--- src/rtl/cnt_pkg.sv ---
// Shared types and defaults for the counter sequence monitor.
package cnt_pkg;
    typedef enum logic [1:0] {IDLE, SYNC, TRACK, ERR} mon_state_t;
    localparam int CNT_W      = 3;
    localparam int STAT_W_DEF = 8;
endpackage

--- src/rtl/sat_ctr.sv ---
// Saturating event counter with synchronous reset and clear.
module sat_ctr #(
    parameter int STAT_W = cnt_pkg::STAT_W_DEF
) (
    input  logic              clk,
    input  logic              res,
    input  logic              clr,
    input  logic              inc,
    output logic [STAT_W-1:0] cnt
);
    always_ff @(posedge clk) begin
        if (res || clr) begin
            cnt <= '0;
        end else if (inc && (cnt != {STAT_W{1'b1}})) begin
            cnt <= cnt + 1'b1;
        end
    end
endmodule

--- src/rtl/cnt_seq_monitor.sv ---
// Checks each step of an up/down counter against the enable/direction that
// produced it; reports lock, legal wraps, sequence errors and statistics.
//
// state | meaning
// IDLE  | first cycle after reset, only captures q/t/M
// SYNC  | counting consecutive good steps, errors never flagged
// TRACK | locked, mismatches are errors, wraps produce tc
// ERR   | error latched, waits for clr
module cnt_seq_monitor
    import cnt_pkg::*;
#(
    parameter int W        = CNT_W,
    parameter int SYNC_CYC = 2,
    parameter int STAT_W   = STAT_W_DEF
) (
    input  logic              clk,
    input  logic              res,
    input  logic              t,
    input  logic              M,
    input  logic [W-1:0]      q,
    input  logic              clr,
    output logic              locked,
    output logic              tc,
    output logic              err,
    output logic [W-1:0]      bad_q,
    output logic [W-1:0]      bad_exp,
    output logic [STAT_W-1:0] wrap_cnt,
    output logic [STAT_W-1:0] err_cnt
);
    localparam int           MCNT_W = $clog2(SYNC_CYC + 1);
    localparam logic [W-1:0] Q_MAX  = {W{1'b1}};

    mon_state_t        state, state_nxt;
    logic [W-1:0]      q_d, exp_q;
    logic              t_d, m_d;
    logic [MCNT_W-1:0] mcnt, mcnt_nxt;
    logic              match, wrap, err_set, tc_nxt;

    // W-bit arithmetic wraps naturally between 0 and 2**W-1
    always_comb begin
        exp_q = q_d;
        if (t_d) begin
            exp_q = m_d ? (q_d - 1'b1) : (q_d + 1'b1);
        end
    end

    assign match = (q == exp_q);
    assign wrap  = t_d && match && (m_d ? (q_d == '0) : (q_d == Q_MAX));

    always_comb begin
        state_nxt = state;
        mcnt_nxt  = mcnt;
        err_set   = 1'b0;
        tc_nxt    = 1'b0;
        if (clr) begin
            mcnt_nxt = '0;
            if (state != IDLE) begin
                state_nxt = SYNC;
            end
        end else begin
            case (state)
                IDLE: begin
                    state_nxt = SYNC;
                    mcnt_nxt  = '0;
                end
                SYNC: begin
                    if (!match) begin
                        mcnt_nxt = '0;
                    end else if (mcnt == MCNT_W'(SYNC_CYC - 1)) begin
                        state_nxt = TRACK;
                        mcnt_nxt  = '0;
                    end else begin
                        mcnt_nxt = mcnt + 1'b1;
                    end
                end
                TRACK: begin
                    if (!match) begin
                        state_nxt = ERR;
                        err_set   = 1'b1;
                    end else begin
                        tc_nxt = wrap;
                    end
                end
                ERR:     state_nxt = ERR;
                default: state_nxt = IDLE;
            endcase
        end
    end

    always_ff @(posedge clk) begin
        if (res) begin
            state   <= IDLE;
            mcnt    <= '0;
            q_d     <= '0;
            t_d     <= 1'b0;
            m_d     <= 1'b0;
            locked  <= 1'b0;
            tc      <= 1'b0;
            err     <= 1'b0;
            bad_q   <= '0;
            bad_exp <= '0;
        end else begin
            state  <= state_nxt;
            mcnt   <= mcnt_nxt;
            q_d    <= q;
            t_d    <= t;
            m_d    <= M;
            locked <= (state_nxt == TRACK);
            tc     <= tc_nxt;
            if (clr) begin
                err     <= 1'b0;
                bad_q   <= '0;
                bad_exp <= '0;
            end else if (err_set) begin
                err     <= 1'b1;
                bad_q   <= q;
                bad_exp <= exp_q;
            end
        end
    end

    // counters advance on the same edge that raises tc / err
    sat_ctr #(.STAT_W(STAT_W)) u_wrap_ctr (
        .clk (clk),
        .res (res),
        .clr (clr),
        .inc (tc_nxt),
        .cnt (wrap_cnt)
    );

    sat_ctr #(.STAT_W(STAT_W)) u_err_ctr (
        .clk (clk),
        .res (res),
        .clr (clr),
        .inc (err_set),
        .cnt (err_cnt)
    );
endmodule

--- config.mk ---
export PLATFORM = sky130hd
export DESIGN_NAME = cnt_seq_monitor
export DESIGN_NICKNAME = d
export VERILOG_FILES = /design/src/rtl/cnt_pkg.sv /design/src/rtl/sat_ctr.sv /design/src/rtl/cnt_seq_monitor.sv
export SDC_FILE = /design/constraint.sdc
export NUM_CORES = 1
export LEC_CHECK = 0
export ABC_CLOCK_PERIOD_IN_PS = 2400
export CAP_MARGIN = 15
export CELL_PAD_IN_SITES_DETAIL_PLACEMENT = 1
export CELL_PAD_IN_SITES_GLOBAL_PLACEMENT = 1
export CORE_MARGIN = 4
export CORE_UTILIZATION = 34
export CTS_CLUSTER_DIAMETER = 30
export CTS_CLUSTER_SIZE = 28
export DETAILED_ROUTE_END_ITERATION = 10
export PLACE_DENSITY_LB_ADDON = 0.2
export RECOVER_POWER = 50
export REMOVE_ABC_BUFFERS = 1
export SETUP_SLACK_MARGIN = 0.15
export SYNTH_ARGS = -nofsm -noshare
export SYNTH_HDL_FRONTEND = slang
export SYNTH_HIERARCHICAL = 1
export SYNTH_SLANG_ARGS = --single-unit
--- constraint.sdc ---
create_clock -name clk -period 2.4 [get_ports clk]
set_input_delay 0.48 -clock clk [delete_from_list [all_inputs] [get_ports clk]]
set_output_delay 0.48 -clock clk [all_outputs]
set_load 0.02 [all_outputs]
==> results.cfg <==
[outcome]
status = completed

[critical_path]
critPathMaxFanout = 3
required_ns = 2.59
cp.arrival_ns = 2.58
critPathLaunchType = flip-flop
crit_type = flip-flop to flip-flop
end_kind = flip-flop

[floorplanning]
die_area_sq_um = 6070
die_w_um = 77.9
ios = 33
start_util_pct = 35.2
row_count = 25
core_area_sq_um = 4720
die_h_um = 77.9

[sta]
final-max-slew-violation-count = 0
skew_ns = 0.00607
relSlewSlack_pct = 62.0
holdWs_ns = 0.464
period_needed_ns = 2.39
tns_ns = 0
setup_viol = 0
final_hold_viol_count = 0
fin_ws_ns = 0.00513
rsz0062_at_grt = yes
finalCritPeriodShare_pct = 99.8
tightestPinTransition_ns = 0.568
max_freq_mhz = 418

[logic_synthesis]
syn_area_per_cell_sq_um = 9.03
synth-edff-count = 0
synth.distinct_cells = 47
yosys_warnings = 6
synthCells = 184
synth-seq-area-share_pct = 41.0
synth_seq_cells = 34
syn_area_sq_um = 1660
synth_top_flop_cell = dfxtp_1
synth-async-reset-ratio_pct = 0

[finish]
area_growth_pct = 44.8
nNetsFinal = 249
fill_cells = 537
drive_gt1_share_pct = 21.5
fin_cells = 304
mostFrequentLayoutCell = dfxtp_1
layout_common_cells = 32 x dfxtp_1, 21 x nand2_1, 19 x dlygate4sd3_1, 13 x clkdlybuf4s50_1, 13 x buf_4
diodes = 0

[clock_tree]
cts_tree = yes
root_buffer = clkbuf_8
path_clk_slew_ns = 0.07
clock_path_buffers = 2
cts-hold-fix-buffers = 0
cts_inserted_buffers = 5
htree_levels = 2
clkLatencyLatePin_ns = 0.29
cts_sinks = 34

[worst_hold_path]
hold_class = flip-flop to flip-flop

[placed_design]
pre_cts_ws_ns = -0.343
dp.cells = 293
io_buffers = 32
detailedPlacementHpwl_mm = 3.57
place.gp.congestion = 0.788

[detailed_routing]
avgViaCountPerCell = 5.32
drt_wl_total_mm = 5.06
drc = 0
wl_per_cell_um = 16.6
firstDrtPassIters = 4
drtIter0Drc = 49
ant_nets = 0
via_count = 1617

[power_and_ir_drop]
powerDensity_nw_per_um2 = 464
totalPowerFinal_mw = 1.12
power_leakage_nw = 0.919
ir_worst_vdd_uv = 262

[grt]
grt_pass1_wl_mm = 8.27
track_usage_pct = 17.3
grt.overflow.total = 0
antenna_found_initial = 0
first_global_vias = 1662
grt_max_degree = 17

[job]
max_cap_violations = 0
per-layer routing:
| metal | track usage, % | routed length (um) | vias to the layer above |
|---|---|---|---|
| li1 | - | - | 786 |
| met1 | 19.8 | 2210 | 800 |
| met2 | 30.3 | 2590 | 24 |
| met3 | 5.57 | 193 | 7 |
| met4 | 5.42 | 61 | 0 |
| met5 | 0 | 0 | - |
worst max-delay path, cell delays in order (launching register included):
cell and delay, ns:
dfxtp_2 0.33, fa_1 0.58, xnor2_1 0.14, and3_1 0.20, o211ai_2 0.11, buf_6 0.14, nor2_4 0.10, nand3_2 0.10
or4_1 0.40, and3_1 0.18
flip-flops by register name, indices dropped and copies added (netlist names):
| name | count |
|---|---|
| u_err_ctr/cnt | 8 |
| locked | 1 |
| tc | 1 |
| u_wrap_ctr/cnt | 8 |
| q_d | 3 |
| bad_q | 3 |
| state | 2 |
| m_d | 1 |
| err | 1 |
| t_d | 1 |
| mcnt | 2 |
| bad_exp | 3 |
power by group:
part	switching, mW	total [mW]	internal [mW]
Combinational	0.0558	0.103	0.0467
Sequential	0.00647	0.577	0.570
Clock	0.216	0.438	0.222
Total	0.279	1.12	0.838
final timing paths:
path	slack [ns]	end	from	cells after the start
max	0.005	u_wrap_ctr/cnt[6]	q_d[0]	9
min	0.46	bad_q[2]	bad_q[2]	2
max reg2reg	0.005	u_wrap_ctr/cnt[6]	q_d[0]	9
min reg2reg	0.46	bad_q[2]	bad_q[2]	2
what timing repair did:
action / CTS / global route
setup endpoints to repair: 13 / 16
pin swaps: 7 / 5
hold endpoints to repair: 0 / 0
setup buffers: 3 / 2
resized for setup: 17 / 15
stage by stage:
step / cell area (sq um) / utilization [%]
5_1_grt: 2410 / 50.9
6_report: 2410 / 50.9
3_3_place_gp: 2150 / 45.5
2_1_floorplan: 1630 / -
3_5_place_dp: 2150 / 45.5
4_1_cts: 2320 / 49.1
cells by family (layout without fill, tap and decap cells):
| family | Yosys count | after routing | share of synthesized area, % |
|---|---|---|---|
| xor gates and xnor gates | 6 | 6 | 3.16 |
| DFF | 34 | 34 | 41.0 |
| and+or+nand+nor | 88 | 88 | 30.5 |
| muxes | 9 | 9 | 5.42 |
| buffers and inverters | 9 | 62 | 2.71 |
| AOI/OAI and AO/OA | 35 | 35 | 14.5 |
| adders and majority gates | 3 | 3 | 2.71 |
Yosys cell counts, types with 2 or more instances:
cell type,number,area [sq um]
or3_1,4,25.0
inv_1,4,15.0
a21boi_2,2,22.5
ha_1,2,25.0
and3b_1,4,35.0
nor2_1,7,26.3
and4_2,2,20.0
or3_2,2,15.0
and2_2,2,15.0
o21ai_0,4,20.0
mux2i_1,9,90.1
and3_1,5,31.3
o2111ai_1,2,17.5
buf_2,3,15.0
a21boi_0,2,15.0
o21ai_1,4,20.0
nand3_1,10,50.1
dfxtp_1,34,681
o211a_1,3,30.0
a21oi_1,10,50.1
and4_1,2,17.5
xnor2_1,4,35.0
nor3_1,3,15.0
nand2b_1,2,12.5
or4_1,2,15.0
nor4_1,2,12.5
xor2_1,2,17.5
nand4_1,7,43.8
nand2_1,21,78.8
nor2b_1,7,43.8
layout make-up:
type	instances	area (sq um)	area share, %
Multi-Input combinational cell	141	1050	43.7
Sequential cell	34	683	28.4
Timing Repair Buffer	52	489	20.3
Tap cell	67	83.8	3.48
Clock buffer	6	82.6	3.43
Inverter	4	15.0	0.624
Power figures use the tool's default switching activity.
